File: config.mk
export PLATFORM = sky130hd
export DESIGN_NAME = fft_addr_gen_flat
export DESIGN_NICKNAME = d
export VERILOG_FILES = /design/src/rtl/fft_addr_gen_pkg.sv /design/src/rtl/fft_addr_gen_if.sv /design/src/rtl/fft_wb_delay.sv /design/src/rtl/fft_addr_gen.sv /design/src/flat_wrapper.sv
export SDC_FILE = /design/constraint.sdc
export NUM_CORES = 1
export LEC_CHECK = 0
export BUFFER_PORTS_ARGS = -buffer_cell sky130_fd_sc_hd__buf_4
export CAP_MARGIN = 20
export CORE_ASPECT_RATIO = 0.9
export CORE_UTILIZATION = 55
export CTS_CLUSTER_SIZE = 30
export DETAILED_ROUTE_END_ITERATION = 8
export PLACE_DENSITY_LB_ADDON = 0.1
export REMOVE_ABC_BUFFERS = 1
export SYNTH_ARGS = -nofsm -noshare
export SYNTH_HDL_FRONTEND = slang
export SYNTH_SLANG_ARGS = --single-unit
File: constraint.sdc
create_clock -name clk -period 3.8 [get_ports clk]
set_input_delay 0 -clock clk [delete_from_list [all_inputs] [get_ports clk]]
set_output_delay 0 -clock clk [all_outputs]
set_load 0.1 [all_outputs]
File: src/rtl/fft_addr_gen_pkg.sv
// -----------------------------------------------------------------------------
// fft_addr_gen_pkg
// Shared FFT parameters and helpers. The butterfly datapath (butterfly_unit)
// and the address generator both take their default sizes from here, so the
// write-back latency seen by the address generator always matches the
// butterfly pipeline.
//   DEF_LOG2N    : log2 of the transform size N
//   DEF_BFLY_LAT : butterfly input-to-output latency in cycles
//   DEF_N        : N = 2**DEF_LOG2N
//   DEF_WB_LAT   : read-to-write-back distance = 1 (RAM read) + butterfly
// -----------------------------------------------------------------------------
package fft_addr_gen_pkg;

  localparam int DEF_LOG2N    = 4;
  localparam int DEF_BFLY_LAT = 3;
  localparam int DEF_N        = 1 << DEF_LOG2N;
  localparam int DEF_WB_LAT   = 1 + DEF_BFLY_LAT;
  localparam int STAGE_W      = 4;

  typedef enum logic [1:0] {
    ST_IDLE  = 2'd0,
    ST_RUN   = 2'd1,
    ST_DRAIN = 2'd2,
    ST_DONE  = 2'd3
  } state_t;

  function automatic int unsigned wb_lat_of(input int unsigned bfly_lat);
    return 32'd1 + bfly_lat;
  endfunction

  // Pair index k with bit s cleared-in: the upper bits of k move up by one
  // position and bit s of the address becomes 0, giving the 'a' element.
  function automatic int unsigned pair_a(input int unsigned k, input int unsigned s);
    int unsigned low_mask;
    low_mask = (32'd1 << s) - 32'd1;
    return ((k >> s) << (s + 32'd1)) | (k & low_mask);
  endfunction

  // 'b' element sits exactly half = 2**s above 'a'.
  function automatic int unsigned pair_b(input int unsigned k, input int unsigned s);
    return pair_a(k, s) + (32'd1 << s);
  endfunction

  // Twiddle index: position inside the butterfly group, scaled to the
  // N/2-entry twiddle ROM.
  function automatic int unsigned tw_idx(input int unsigned k, input int unsigned s,
                                         input int unsigned log2n);
    int unsigned low_mask;
    low_mask = (32'd1 << s) - 32'd1;
    return (k & low_mask) << (log2n - 32'd1 - s);
  endfunction

endpackage

File: src/rtl/fft_addr_gen_if.sv
// -----------------------------------------------------------------------------
// fft_addr_gen_if
// Control/address bus between an FFT sequencer user (master) and the address
// generator (slave).
//   i_start                     : begin a full N-point transform
//   i_hold                      : suppress read issue (only with FFT_HOLD_EN)
//   o_busy / o_done             : transform in progress / completion pulse
//   o_rd_en, o_rd_addr_a/b      : butterfly read pair
//   o_tw_addr                   : twiddle ROM index for the pair being read
//   o_wr_en, o_wr_addr_a/b      : write-back pair
//   o_stage                     : current stage index
// Optional feature macro: FFT_HOLD_EN.
// -----------------------------------------------------------------------------
interface fft_addr_gen_if
  import fft_addr_gen_pkg::*;
#(
  parameter int LOG2N = DEF_LOG2N
);

  logic                 i_start;
`ifdef FFT_HOLD_EN
  logic                 i_hold;
`endif
  logic                 o_busy;
  logic                 o_done;
  logic                 o_rd_en;
  logic [LOG2N-1:0]     o_rd_addr_a;
  logic [LOG2N-1:0]     o_rd_addr_b;
  logic [LOG2N-2:0]     o_tw_addr;
  logic                 o_wr_en;
  logic [LOG2N-1:0]     o_wr_addr_a;
  logic [LOG2N-1:0]     o_wr_addr_b;
  logic [STAGE_W-1:0]   o_stage;

`ifdef FFT_HOLD_EN
  modport master (
    output i_start, i_hold,
    input  o_busy, o_done, o_rd_en, o_rd_addr_a, o_rd_addr_b, o_tw_addr,
           o_wr_en, o_wr_addr_a, o_wr_addr_b, o_stage
  );
  modport slave (
    input  i_start, i_hold,
    output o_busy, o_done, o_rd_en, o_rd_addr_a, o_rd_addr_b, o_tw_addr,
           o_wr_en, o_wr_addr_a, o_wr_addr_b, o_stage
  );
`else
  modport master (
    output i_start,
    input  o_busy, o_done, o_rd_en, o_rd_addr_a, o_rd_addr_b, o_tw_addr,
           o_wr_en, o_wr_addr_a, o_wr_addr_b, o_stage
  );
  modport slave (
    input  i_start,
    output o_busy, o_done, o_rd_en, o_rd_addr_a, o_rd_addr_b, o_tw_addr,
           o_wr_en, o_wr_addr_a, o_wr_addr_b, o_stage
  );
`endif

endinterface

File: src/rtl/fft_wb_delay.sv
// -----------------------------------------------------------------------------
// fft_wb_delay
// DEPTH-deep shift register carrying the read pair (valid + both addresses)
// forward to the write-back point. It shifts every cycle; a cycle with no
// read enters as a bubble.
//   clk, rst            : clock, asynchronous active-low clear
//   i_valid, i_addr_a/b : read pair entering the pipeline
//   o_valid, o_addr_a/b : write-back pair leaving the pipeline
//   o_pending           : a valid entry is still upstream of the output stage,
//                         i.e. more writes will follow the current cycle
// -----------------------------------------------------------------------------
module fft_wb_delay #(
  parameter int AW    = 4,
  parameter int DEPTH = 4
) (
  input  logic          clk,
  input  logic          rst,
  input  logic          i_valid,
  input  logic [AW-1:0] i_addr_a,
  input  logic [AW-1:0] i_addr_b,
  output logic          o_valid,
  output logic [AW-1:0] o_addr_a,
  output logic [AW-1:0] o_addr_b,
  output logic          o_pending
);

  logic          r_valid  [DEPTH];
  logic [AW-1:0] r_addr_a [DEPTH];
  logic [AW-1:0] r_addr_b [DEPTH];

  // NOTE: every pipeline entry, addresses included, is cleared on reset so an
  // in-flight pair can never surface as a write after reset is asserted.
  always_ff @(posedge clk or negedge rst) begin
    if (!rst) begin
      for (int i = 0; i < DEPTH; i++) begin
        r_valid[i]  <= 1'b0;
        r_addr_a[i] <= '0;
        r_addr_b[i] <= '0;
      end
    end else begin
      // NOTE: non-blocking assignments let every stage sample its
      // predecessor's old value, which is what makes this a shift register.
      r_valid[0]  <= i_valid;
      r_addr_a[0] <= i_valid ? i_addr_a : '0;
      r_addr_b[0] <= i_valid ? i_addr_b : '0;
      for (int i = 1; i < DEPTH; i++) begin
        r_valid[i]  <= r_valid[i-1];
        r_addr_a[i] <= r_addr_a[i-1];
        r_addr_b[i] <= r_addr_b[i-1];
      end
    end
  end

  assign o_valid  = r_valid[DEPTH-1];
  assign o_addr_a = r_addr_a[DEPTH-1];
  assign o_addr_b = r_addr_b[DEPTH-1];

  always_comb begin
    o_pending = 1'b0;
    for (int i = 0; i < DEPTH - 1; i++) begin
      o_pending = o_pending | r_valid[i];
    end
  end

endmodule

File: src/rtl/fft_addr_gen.sv
// -----------------------------------------------------------------------------
// fft_addr_gen
// In-place radix-2 FFT address generator. For each stage s = 0..LOG2N-1 it
// issues the N/2 butterfly read pairs with their twiddle index, then drains
// the write-back pipeline before starting the next stage so no stage reads an
// element the previous stage has not yet written.
//   clk        : sole clock
//   rst        : asynchronous active-low reset
//   bus        : fft_addr_gen_if.slave (start/hold in; status, read, twiddle,
//                write-back and stage out)
// Parameters: LOG2N (2..10), BFLY_LAT; defaults come from fft_addr_gen_pkg.
// Optional feature macro: FFT_HOLD_EN adds i_hold, which freezes read issue
// while running. Without it the generator never stalls.
// -----------------------------------------------------------------------------
module fft_addr_gen
  import fft_addr_gen_pkg::*;
#(
  parameter int LOG2N    = DEF_LOG2N,
  parameter int BFLY_LAT = DEF_BFLY_LAT
) (
  input  logic             clk,
  input  logic             rst,
  fft_addr_gen_if.slave    bus
);

  localparam int N      = 1 << LOG2N;
  localparam int WB_LAT = int'(wb_lat_of(BFLY_LAT));
  localparam int KW     = LOG2N - 1;

  localparam logic [KW-1:0]      K_LAST = KW'(N / 2 - 1);
  localparam logic [STAGE_W-1:0] S_LAST = STAGE_W'(LOG2N - 1);

  state_t               r_state;
  state_t               w_state_nxt;
  logic [KW-1:0]        r_k;
  logic [KW-1:0]        w_k_nxt;
  logic [STAGE_W-1:0]   r_s;
  logic [STAGE_W-1:0]   w_s_nxt;

  logic                 w_hold;
  logic                 w_issue;
  logic                 w_pending;
  logic [LOG2N-1:0]     w_rd_a;
  logic [LOG2N-1:0]     w_rd_b;
  logic [KW-1:0]        w_tw;
  logic                 w_wr_en;
  logic [LOG2N-1:0]     w_wr_a;
  logic [LOG2N-1:0]     w_wr_b;

`ifdef FFT_HOLD_EN
  assign w_hold = bus.i_hold;
`else
  assign w_hold = 1'b0;
`endif

  // State register.
  always_ff @(posedge clk or negedge rst) begin
    if (!rst) begin
      r_state <= ST_IDLE;
      r_k     <= '0;
      r_s     <= '0;
    end else begin
      r_state <= w_state_nxt;
      r_k     <= w_k_nxt;
      r_s     <= w_s_nxt;
    end
  end

  // Next-state logic.
  always_comb begin
    // NOTE: every output of this block is given a default first so no path
    // through the case statement leaves it unassigned (which would infer a latch).
    w_state_nxt = r_state;
    w_k_nxt     = r_k;
    w_s_nxt     = r_s;
    w_issue     = 1'b0;

    unique case (r_state)
      ST_IDLE: begin
        if (bus.i_start) begin
          w_state_nxt = ST_RUN;
          w_k_nxt     = '0;
          w_s_nxt     = '0;
        end
      end

      ST_RUN: begin
        if (!w_hold) begin
          w_issue = 1'b1;
          if (r_k == K_LAST) begin
            w_state_nxt = ST_DRAIN;
            w_k_nxt     = '0;
          end else begin
            w_k_nxt = r_k + KW'(1);
          end
        end
      end

      // Leave when only the output stage can still hold a write: that write
      // completes this cycle, so the next stage's first read lands one cycle
      // after the previous stage's last write.
      ST_DRAIN: begin
        if (!w_pending) begin
          if (r_s == S_LAST) begin
            w_state_nxt = ST_DONE;
            w_s_nxt     = '0;
          end else begin
            w_state_nxt = ST_RUN;
            w_s_nxt     = r_s + STAGE_W'(1);
          end
        end
      end

      ST_DONE: begin
        w_state_nxt = ST_IDLE;
      end

      default: begin
        w_state_nxt = ST_IDLE;
      end
    endcase
  end

  // Read pair and twiddle for the current (k, s), forced to zero when idle.
  always_comb begin
    w_rd_a = '0;
    w_rd_b = '0;
    w_tw   = '0;
    if (w_issue) begin
      w_rd_a = LOG2N'(pair_a(32'(r_k), 32'(r_s)));
      w_rd_b = LOG2N'(pair_b(32'(r_k), 32'(r_s)));
      w_tw   = KW'(tw_idx(32'(r_k), 32'(r_s), 32'(LOG2N)));
    end
  end

  fft_wb_delay #(
    .AW    (LOG2N),
    .DEPTH (WB_LAT)
  ) u_wb_delay (
    .clk       (clk),
    .rst       (rst),
    .i_valid   (w_issue),
    .i_addr_a  (w_rd_a),
    .i_addr_b  (w_rd_b),
    .o_valid   (w_wr_en),
    .o_addr_a  (w_wr_a),
    .o_addr_b  (w_wr_b),
    .o_pending (w_pending)
  );

  assign bus.o_busy      = (r_state == ST_RUN) || (r_state == ST_DRAIN);
  assign bus.o_done      = (r_state == ST_DONE);
  assign bus.o_rd_en     = w_issue;
  assign bus.o_rd_addr_a = w_rd_a;
  assign bus.o_rd_addr_b = w_rd_b;
  assign bus.o_tw_addr   = w_tw;
  assign bus.o_wr_en     = w_wr_en;
  assign bus.o_wr_addr_a = w_wr_a;
  assign bus.o_wr_addr_b = w_wr_b;
  assign bus.o_stage     = r_s;

endmodule

File: src/flat_wrapper.sv
// flat-port wrapper written by rule: the top's interface ports become plain ports
module fft_addr_gen_flat import fft_addr_gen_pkg::*;
#(
  parameter int LOG2N    = DEF_LOG2N,
  parameter int BFLY_LAT = DEF_BFLY_LAT
)
  (clk, rst, bus_i_start, bus_o_busy, bus_o_done, bus_o_rd_en, bus_o_rd_addr_a, bus_o_rd_addr_b, bus_o_tw_addr, bus_o_wr_en, bus_o_wr_addr_a, bus_o_wr_addr_b, bus_o_stage);
  fft_addr_gen_if #(.LOG2N(LOG2N)) bus_i ();
  input  logic clk;
  input  logic rst;
  input wire logic [$bits(bus_i.i_start)-1:0] bus_i_start;
  output wire logic [$bits(bus_i.o_busy)-1:0] bus_o_busy;
  output wire logic [$bits(bus_i.o_done)-1:0] bus_o_done;
  output wire logic [$bits(bus_i.o_rd_en)-1:0] bus_o_rd_en;
  output wire logic [$bits(bus_i.o_rd_addr_a)-1:0] bus_o_rd_addr_a;
  output wire logic [$bits(bus_i.o_rd_addr_b)-1:0] bus_o_rd_addr_b;
  output wire logic [$bits(bus_i.o_tw_addr)-1:0] bus_o_tw_addr;
  output wire logic [$bits(bus_i.o_wr_en)-1:0] bus_o_wr_en;
  output wire logic [$bits(bus_i.o_wr_addr_a)-1:0] bus_o_wr_addr_a;
  output wire logic [$bits(bus_i.o_wr_addr_b)-1:0] bus_o_wr_addr_b;
  output wire logic [$bits(bus_i.o_stage)-1:0] bus_o_stage;
  assign bus_i.i_start = bus_i_start;
  assign bus_o_busy = bus_i.o_busy;
  assign bus_o_done = bus_i.o_done;
  assign bus_o_rd_en = bus_i.o_rd_en;
  assign bus_o_rd_addr_a = bus_i.o_rd_addr_a;
  assign bus_o_rd_addr_b = bus_i.o_rd_addr_b;
  assign bus_o_tw_addr = bus_i.o_tw_addr;
  assign bus_o_wr_en = bus_i.o_wr_en;
  assign bus_o_wr_addr_a = bus_i.o_wr_addr_a;
  assign bus_o_wr_addr_b = bus_i.o_wr_addr_b;
  assign bus_o_stage = bus_i.o_stage;
  fft_addr_gen #(.LOG2N(LOG2N), .BFLY_LAT(BFLY_LAT)) u_core (.clk(clk), .rst(rst), .bus(bus_i));
endmodule
# After elaboration in Yosys (flattened, before gate mapping)
# Index checks and enable logic that the tools add are counted.
# word_totals
regBits	45
latchBits	0
mem_bits_rw	0
mem_bits_ro	0
out_inout_bits	27
word_cells	62
n_memories	0
# classes
add_sub_neg	6
n_mul	0
div_mod_pow	0
order_cmp	0
eq_ne	8
shift	4
mux	18
bitwise	4
reduce_logical	7
# op_table
operator	n
$and A3 B32 Y32	1
$shl A1 B4 Y32 const A	1
$shl A32 B32 Y3	1
$shl A32 B32 Y4	1
$shr A3 B4 Y32	1
$sub A32 B1 Y32 const B	1
$mux W4	7
$mux W3	3
$mux W2	4
$pmux W2 S4	1
$pmux W4 S2	1
$pmux W3 S2	1
$reduce_and A3 Y1	2
$add A4 B1 Y5 const B	1
$sub A2 B4 Y5 const A	1
$add A4 B1 Y4 const B	1
$add A4 B4 Y4	1
$eq A2 B2 Y1 const B	2
$eq A4 B2 Y1 const B	1
$ne A2 B2 Y1 const B	2
$or A4 B4 Y4	1
$reduce_bool A2 Y1	2
$add A3 B1 Y3 const B	1
$eq A3 B3 Y1 const B	1
other kinds (7)	8

# Depth between registers and ports, before layout
# Gate-level depths: netlist of the first run.
# depth
word_depth	7
ltp_mapped	14
depth_no_buf	13

# Modules after synthesis
# A second synthesis of the first run with hierarchy kept.
# unflattened
hier_cells	167
hier_area_um2	2031.9
# modules_own_cells
mod	instances	cells_per_inst	area_per_inst_um2	seq_area_each_um2
fft_wb_delay	1	53	1017.2	900.9
fft_addr_gen	1	114	1014.7	225.2

# Least setup slack after synthesis of the first run
# No wires, ideal clock.
# synth_path
kind	reg-to-output
start	register u_core.r_state[1]
end	output bus_o_tw_addr[0]
arrival_ns	4.601
setup_slack_ns	-0.801
path_stages_with_launch	6
n_path_buf	1
cell_sequence	dfrtp_1 -> inv_1 -> ha_1 -> clkbuf_1 -> nand2_1 -> nor4_1
# synth_via
elab_chain_cells	3
# synth_lines
element	line_no	source
start, declared	fft_addr_gen.sv:33	state_t r_state;
start signal, assigned	fft_addr_gen.sv:63	r_state <= w_state_nxt;
$eq A2 B1 Y1	fft_addr_gen.sv:78	unique case (r_state)
$mux W1	fft_addr_gen.sv:78	
via bus_o_rd_en	flat_wrapper.sv:14	output wire logic [$bits(bus_i.o_rd_en)-1:0] bus_o_rd_en;
$mux W3	fft_addr_gen.sv:129	if (w_issue) begin
end, declared	flat_wrapper.sv:17	output wire logic [$bits(bus_i.o_tw_addr)-1:0] bus_o_tw_addr;
# The timed path passes the listed nets, and every way through them passes these cells.

# Worst setup path in the final report of the first run
# layout_path
start	register u_core.r_s[0], in the netlist u_core.bus.o_stage[0]
end	output bus_o_rd_addr_b[3]
# layout_via
elab_chain_cells	6
elab_cells_between_ends	9
# layout_lines
element	line_no	source
start, declared	fft_addr_gen.sv:37	logic [STAGE_W-1:0] r_s;
start signal, assigned	fft_addr_gen.sv:65	r_s <= w_s_nxt;
$shl A1 B4 Y32	fft_addr_gen_pkg.sv:35, fft_addr_gen_pkg.sv:41	
$sub A32 B1 Y32	n/a	
$and A3 B32 Y32	n/a	
$or A4 B4 Y4	fft_addr_gen_pkg.sv:36	return ((k >> s) << (s + 32'd1)) | (k & low_mask);
$add A4 B4 Y4 (*)	fft_addr_gen_pkg.sv:41	return pair_a(k, s) + (32'd1 << s);
$mux W4 (*)	fft_addr_gen.sv:129	
end, declared	flat_wrapper.sv:16	output wire logic [$bits(bus_i.o_rd_addr_b)-1:0] bus_o_rd_addr_b;
# Every way passes the cells marked *; elsewhere a longest branch is shown, timed or not.

==> flow_summary_export.csv, run 1 <==
group,metric,value,unit
setup_path,cp_max_fo,16,
drt,routed_wirelength,3298,um
global_route,antenna_found_initial,0,
power_and_ir_drop,pwr-share-comb,0.013,
min_path,hold_end,"u_core.r_k[2]",
timing,fin_crit_sh,0.9199,
min_path,min_path_type,"primary input to register",
cts,cts_tree,"built",
timing,timing.fmax,286.1,MHz
synth,synth_top_area_cell,"dfrtp_1",
run_status,status,"finished, final reports clean",
global_route,grt.total_usage,0.1904,
cts,cts.sinks,45,
finish,finalNonFillerCells,231,
global_route,grt_max_degree,46,
die,io_pins,30,
timing,drv_slew,0,
setup_path,worstPathRequired,3.80,ns
die,fp.dieW,65.36,um
drt,drt_iter0_drc,95,
power_and_ir_drop,p_sw,162.2,uW
die,core_area,0.003403,sq mm
power_and_ir_drop,power.share.clock,0.417,
global_route,grt_overflow_total,0,
setup_path,worstReg2RegStart,"u_core.bus.o_stage[0]",
synth,ys_ff_latch,45,
drt,ant_nets,0,
die,die_h,59.02,um
die,die_area,0.003857,sq mm
place,routabilityCongestion,0.9307,
synth,ys_seq_area_frac,0.5668,
synth,avgSynthCellArea,12.34,sq um
setup_path,crit_arrival,3.50,ns
run,maxCapViolCount,0,
finish,drive_gt1_frac,0.2567,
drt,vias,1200,
timing,worst_pin_slew,0.5585,ns
power_and_ir_drop,seqPwrFrac,0.569,
finish,most-common-layout-cells,"dfrtp_1, buf_4, ha_1",
cts,max-clock-path-buffers,2,
synth,synth_cells,161,
synth,synth_area,0.001987,sq mm
timing,period_minus_slack,3.496,ns
power_and_ir_drop,p_sw_frac,0.1932,
synth,yosysUniqueCellTypes,43,
setup_path,worstSetupPathType,"register to primary output",
synth,synth.area.top_cells,"dfrtp_1, ha_1, buf_4, nand2_1, inv_1",
drt,dr.pass1.iters,4,
setup_path,rr_worst_depth,13,
global_route,grt_pass1_wl,5388,um
synth,synth_flop_cell,"dfrtp_1",
timing,relSlewSlack,0.6277,
place,io_buffers,29,
finish,nets,205,
setup_path,rr_endpoint,"u_core.u_wb_delay.r_addr_b[15]",
power_and_ir_drop,powerDensity,366.6,mW/mm^2
die,rows,20,
drt,drc,0,
min_path,holdPathStages,3,
min_path,holdCritStartpoint,"bus_i_start",
synth,synthArstFlopShare,1.000,
setup_path,reg2reg_slack,0.82,ns
cts,clock-root-buffer,"clkbuf_8",
timing,fin_skew,0.004783,ns
synth,synth_edf_count,0,
place,hpwl,2313,um
cts,clk_latency,0.29,ns
finish,final_util,0.6732,
finish,area_growth,15.30,%
place,place_inst,222,
timing,final-setup-viol-count,0,
power_and_ir_drop,internal_power,677.7,uW
die,initial_core_util,0.5838,
power_and_ir_drop,p_leak,0.001131,uW
finish,post-route-cell-area,0.002291,sq mm
setup_path,worst_setup_path_end_kind,"primary output",
synth,synthDominantCellAreaShare,0.5668,
finish,layout_commonest_cell,"dfrtp_1",
synth,yosys_warnings,0,
cts,h-tree-depth,2,
drt,viasPerCell,5.195,
timing,hold_violations,0,
place,placed_area,0.002166,sq mm
timing,rsz0062_at_grt,"no",
global_route,grt_pass1_vias,1114,
finish,diodes,0,
timing,setup_tns,0,ns
cts,clkTransAtPathRegs,0.08,ns
setup_path,cp-start-kind,"register",
drt,wl_per_cell,14.28,um
power_and_ir_drop,ir_drop,367.9,uV
cts,numCtsBuffers,5,
## how the worst max path moves through the flow
stage | start | to | slack [ns] | cells past startpoint
6_report | u_core.bus.o_stage[0] | bus_o_rd_addr_b[3] | 0.30 | 14
5_1_grt | u_core.bus.o_stage[0] | bus_o_rd_addr_b[3] | 0.07 | 14
4_1_cts | u_core.bus.o_stage[1] | bus_o_rd_addr_b[3] | 0.26 | 14
3_5_place_dp | u_core.bus.o_stage[1] | bus_o_rd_addr_b[3] | 0.60 | 14
3_3_place_gp | u_core.bus.o_stage[1] | bus_o_rd_addr_b[3] | 0.66 | 14
2_1_floorplan | u_core.bus.o_stage[1] | bus_o_tw_addr[0] | -0.79 | 3
## cell families after synthesis
kind of cell	after synthesis	share of synthesized area
xor+xnor	5	0.02204
flops	45	0.5668
compound gates	24	0.08502
fa+ha+maj	16	0.1045
mux	3	0.01826
buf+inv	25	0.08123
simple gates	43	0.1222
## layer usage
layer / GRT usage / up-vias / wire length, um
met1: 0.2804 / 570 / 1593
met4: 0.05590 / 0 / 41
met5: 0 / - / 0
met3: 0.05577 / 7 / 199
li1: - / 581 / -
met2: 0.2739 / 42 / 1463
## final cells by class
type / count / area [sq um]
Clock inverter: 2 / 38.79
Clock buffer: 6 / 72.57
Multi-Input combinational cell: 91 / 703.2
Timing Repair Buffer: 30 / 227.7
Fill cell: 260 / 1112
Inverter: 13 / 67.56
Tap cell: 44 / 55.05
Sequential cell: 45 / 1126
## Yosys cell counts, drive strengths merged, types with 2 or more instances
library cell,instances
nor3,4
inv,11
buf,11
mux2,2
xnor2,4
dfrtp,45
nor2b,4
nand4,3
nand3,4
nand2b,2
o31ai,2
and2,7
a21oi,4
o21ai,9
nor2,2
o311ai,2
nand2,13
a31oi,2
ha,15
nor3b,2
## what timing repair did
action,CTS,global route
resized for setup,0,1
endpoints found under the hold margin,45,0
hold buffers,1,0
setup endpoints to repair,0,1
buffers inserted,0,0
## worst max-delay path: stages, from the launching register on
cell and delay (ns):
dfrtp_1 0.70, clkinv_4 0.16, ha_1 0.27, nand2_1 0.11, ha_1 0.24, nor2b_1 0.25, a21oi_2 0.10, inv_1 0.07
ha_1 0.22, a21o_1 0.17, a21oi_1 0.19, xnor2_1 0.15, xnor2_1 0.13, and2_1 0.15, buf_4 0.29
## metrics by stage
stage / worst slack (ns) / hold slack [ns] / power, uW
floorplan: -0.7864 / -0.2956 / 488.2
global placement: 0.6629 / 0.01372 / 498.3
detailed placement: 0.6013 / 0.03099 / 499.0
CTS: 0.2602 / 0.1370 / 848.9
global route: 0.06603 / 0.1597 / 869.6
finish: 0.3043 / 0.1402 / 840.0
## registers in the layout, summed over array words and instances (netlist names)
name                        flops
u_core.bus.o_stage              4
u_core.r_k                      3
u_core.r_state                  2
u_core.u_wb_delay.o_addr_a      4
u_core.u_wb_delay.o_addr_b      4
u_core.u_wb_delay.o_valid       1
u_core.u_wb_delay.r_addr_a     12
u_core.u_wb_delay.r_addr_b     12
u_core.u_wb_delay.r_valid       3
## power by group through the flow
stage	Combinational, uW	Clock, uW	Sequential, uW
3_5_place_dp	11.1	0	488
2_1_floorplan	0.152	0	488
4_1_cts	11.8	359	478
3_3_place_gp	10.4	0	488
6_report	11.2	350	478
5_1_grt	13.1	378	478
(Power assumes the default switching activity.)
==> inputs of run 2 (changes only) <==
--- a/config.mk
+++ b/config.mk
@@ -8,7 +8,7 @@
 export BUFFER_PORTS_ARGS = -buffer_cell sky130_fd_sc_hd__buf_4
 export CAP_MARGIN = 20
 export CORE_ASPECT_RATIO = 0.9
-export CORE_UTILIZATION = 55
+export CORE_UTILIZATION = 40
 export CTS_CLUSTER_SIZE = 30
 export DETAILED_ROUTE_END_ITERATION = 8
 export PLACE_DENSITY_LB_ADDON = 0.1
==> flow_summary_export.csv, run 2 (synthesis results as in run 1) <==
group,metric,value,unit
cts,cts_tree,"built",
place,io_buffers,29,
setup_path,cpPeakStageDelay,0.51,ns
setup_path,cp-start-kind,"register",
place,hpwl,2381,um
setup_path,worst_setup_path_end_kind,"primary output",
global_route,grt_pass1_vias,1195,
finish,drive_gt1_frac,0.2674,
place,placed_area,0.002188,sq mm
power_and_ir_drop,internal_power,677.6,uW
cts,numCtsBuffers,5,
cts,clk_latency,0.30,ns
cts,postCtsSetupRepairBufs,0,
setup_path,worstSetupPathType,"register to primary output",
place,routabilityCongestion,0.8165,
finish,nets,205,
drt,dr.pass1.iters,4,
power_and_ir_drop,powerDensity,364.5,mW/mm^2
setup_path,path_cells,"bufinv_8, ha_1, nand2_1, ha_1, nor2b_1, a21oi_2, inv_1, ha_1, a21o_1, a21oi_1, xnor2_1, xnor2_1, and2_1, buf_4",
place,place_inst,240,
die,die_area,0.005253,sq mm
drt,drc,0,
timing,relSlewSlack,0.6318,
finish,most-common-layout-cells,"dfrtp_1, buf_4, ha_1",
die,io_pins,30,
setup_path,crit_arrival,3.46,ns
drt,routed_wirelength,3379,um
timing,rsz0062_at_grt,"no",
timing,fin_crit_sh,0.9118,
global_route,grt.total_usage,0.1420,
die,initial_core_util,0.4315,
die,rows,23,
cts,h-tree-depth,2,
cts,clkTransAtPathRegs,0.08,ns
timing,fin_skew,0.004385,ns
die,die_h,68.86,um
timing,worst_pin_slew,0.5523,ns
power_and_ir_drop,pwr-share-comb,0.013,
timing,hold_violations,0,
global_route,grt_pass1_wl,5540,um
min_path,min_path_type,"primary input to register",
setup_path,crit_slowest_cell,"dfrtp_2",
setup_path,worstPathRequired,3.80,ns
drt,drt_iter0_drc,43,
cts,cts.sinks,45,
finish,finalNonFillerCells,249,
drt,vias,1203,
setup_path,path_common_cell,"ha_1",
global_route,antenna_found_initial,0,
timing,drv_slew,0,
power_and_ir_drop,p_leak,0.001128,uW
power_and_ir_drop,power.share.clock,0.420,
timing,timing.fmax,288.6,MHz
die,core_area,0.004604,sq mm
timing,period_minus_slack,3.465,ns
global_route,grt_max_degree,46,
power_and_ir_drop,p_sw,166.5,uW
run_status,status,"finished, final reports clean",
cts,clock-root-buffer,"clkbuf_8",
finish,area_growth,16.56,%
power_and_ir_drop,p_sw_frac,0.1972,
power_and_ir_drop,ir_drop,190.2,uV
finish,layout_commonest_cell,"dfrtp_1",
drt,ant_nets,0,
setup_path,cp_max_fo,13,
finish,largest_registers,"u_core.u_wb_delay.r_addr_a x12, u_core.u_wb_delay.r_addr_b x12",
drt,viasPerCell,4.831,
cts,max-clock-path-buffers,2,
die,fp.dieW,76.29,um
run,maxCapViolCount,0,
drt,wl_per_cell,13.57,um
timing,setup_tns,0,ns
finish,post-route-cell-area,0.002316,sq mm
power_and_ir_drop,total_power,844.1,uW
global_route,grt_overflow_total,0,
finish,diodes,0,
power_and_ir_drop,seqPwrFrac,0.567,
timing,final-setup-viol-count,0,
-- run 2: cell counts in the layout (fill, tap and decap cells not counted) --
No cell type changed its count.
-- run 2: timing repair --
item / 4_1_cts / 5_1_grt
setup endpoints to repair: 0 / 1
resized for setup: 0 / 3
hold endpoints to repair: 45 / 0
hold buffers: 1 / 0
-- run 2: layer usage --
metal,GRT usage,routed length (um)
met5,0,0
met4,0.06731,65
met3,0.05526,188
met2,0.2252,1488
met1,0.1733,1637
-- run 2: final timing paths --
path	from	to	slack (ns)	depth (start not counted)
worst max-delay path	u_core.bus.o_stage[1]	bus_o_rd_addr_b[3]	0.34	14
worst min-delay path	bus_i_start	u_core.r_k[2]	0.12	3
worst max register to register	u_core.bus.o_stage[1]	u_core.u_wb_delay.r_addr_b[15]	0.86	13
worst min register to register	u_core.u_wb_delay.r_addr_b[8]	u_core.u_wb_delay.r_addr_b[4]	0.35	0
max in group asynchronous	rst	u_core.bus.o_stage[1]	3.17	2
min in group asynchronous	rst	u_core.r_state[0]	0.24	2
-- run 2: layout make-up --
type	instances	area [sq um]
Timing Repair Buffer	30	227.7
Inverter	13	67.56
Tap cell	62	77.57
Clock buffer	6	72.57
Sequential cell	45	1129
Fill cell	425	2288
Multi-Input combinational cell	91	703.2
Clock inverter	2	38.79
-- run 2: power groups by stage --
stage / registers, uW / clock network (uW) / logic, uW
finish: 478 / 355 / 11.1
global route: 478 / 386 / 13.1
CTS: 478 / 368 / 11.9
detailed placement: 488 / 0 / 11.1
global placement: 488 / 0 / 10.4
floorplan: 488 / 0 / 0.152
-- run 2: through the flow --
step / hold WS, ns / worst slack [ns] / utilization
2_1_floorplan: -0.2956 / -0.7864 / -
5_1_grt: 0.1418 / 0.1227 / 0.5030
3_5_place_dp: 0.03074 / 0.5700 / 0.4753
4_1_cts: 0.1113 / 0.1962 / 0.5016
6_report: 0.1240 / 0.3353 / 0.5030
3_3_place_gp: 0.01292 / 0.6202 / 0.4753
-- run 2: worst max-delay path, delay by kind of cell, from the launching register on --
family	cells	cell delay, ns
AND/OR/NAND/NOR	3	0.56
XOR/XNOR	2	0.29
buffers and inverters	3	0.60
adder cells (fa/ha/maj)	3	0.71
AO/OA/AOI/OAI	3	0.47
flip-flops	1	0.51
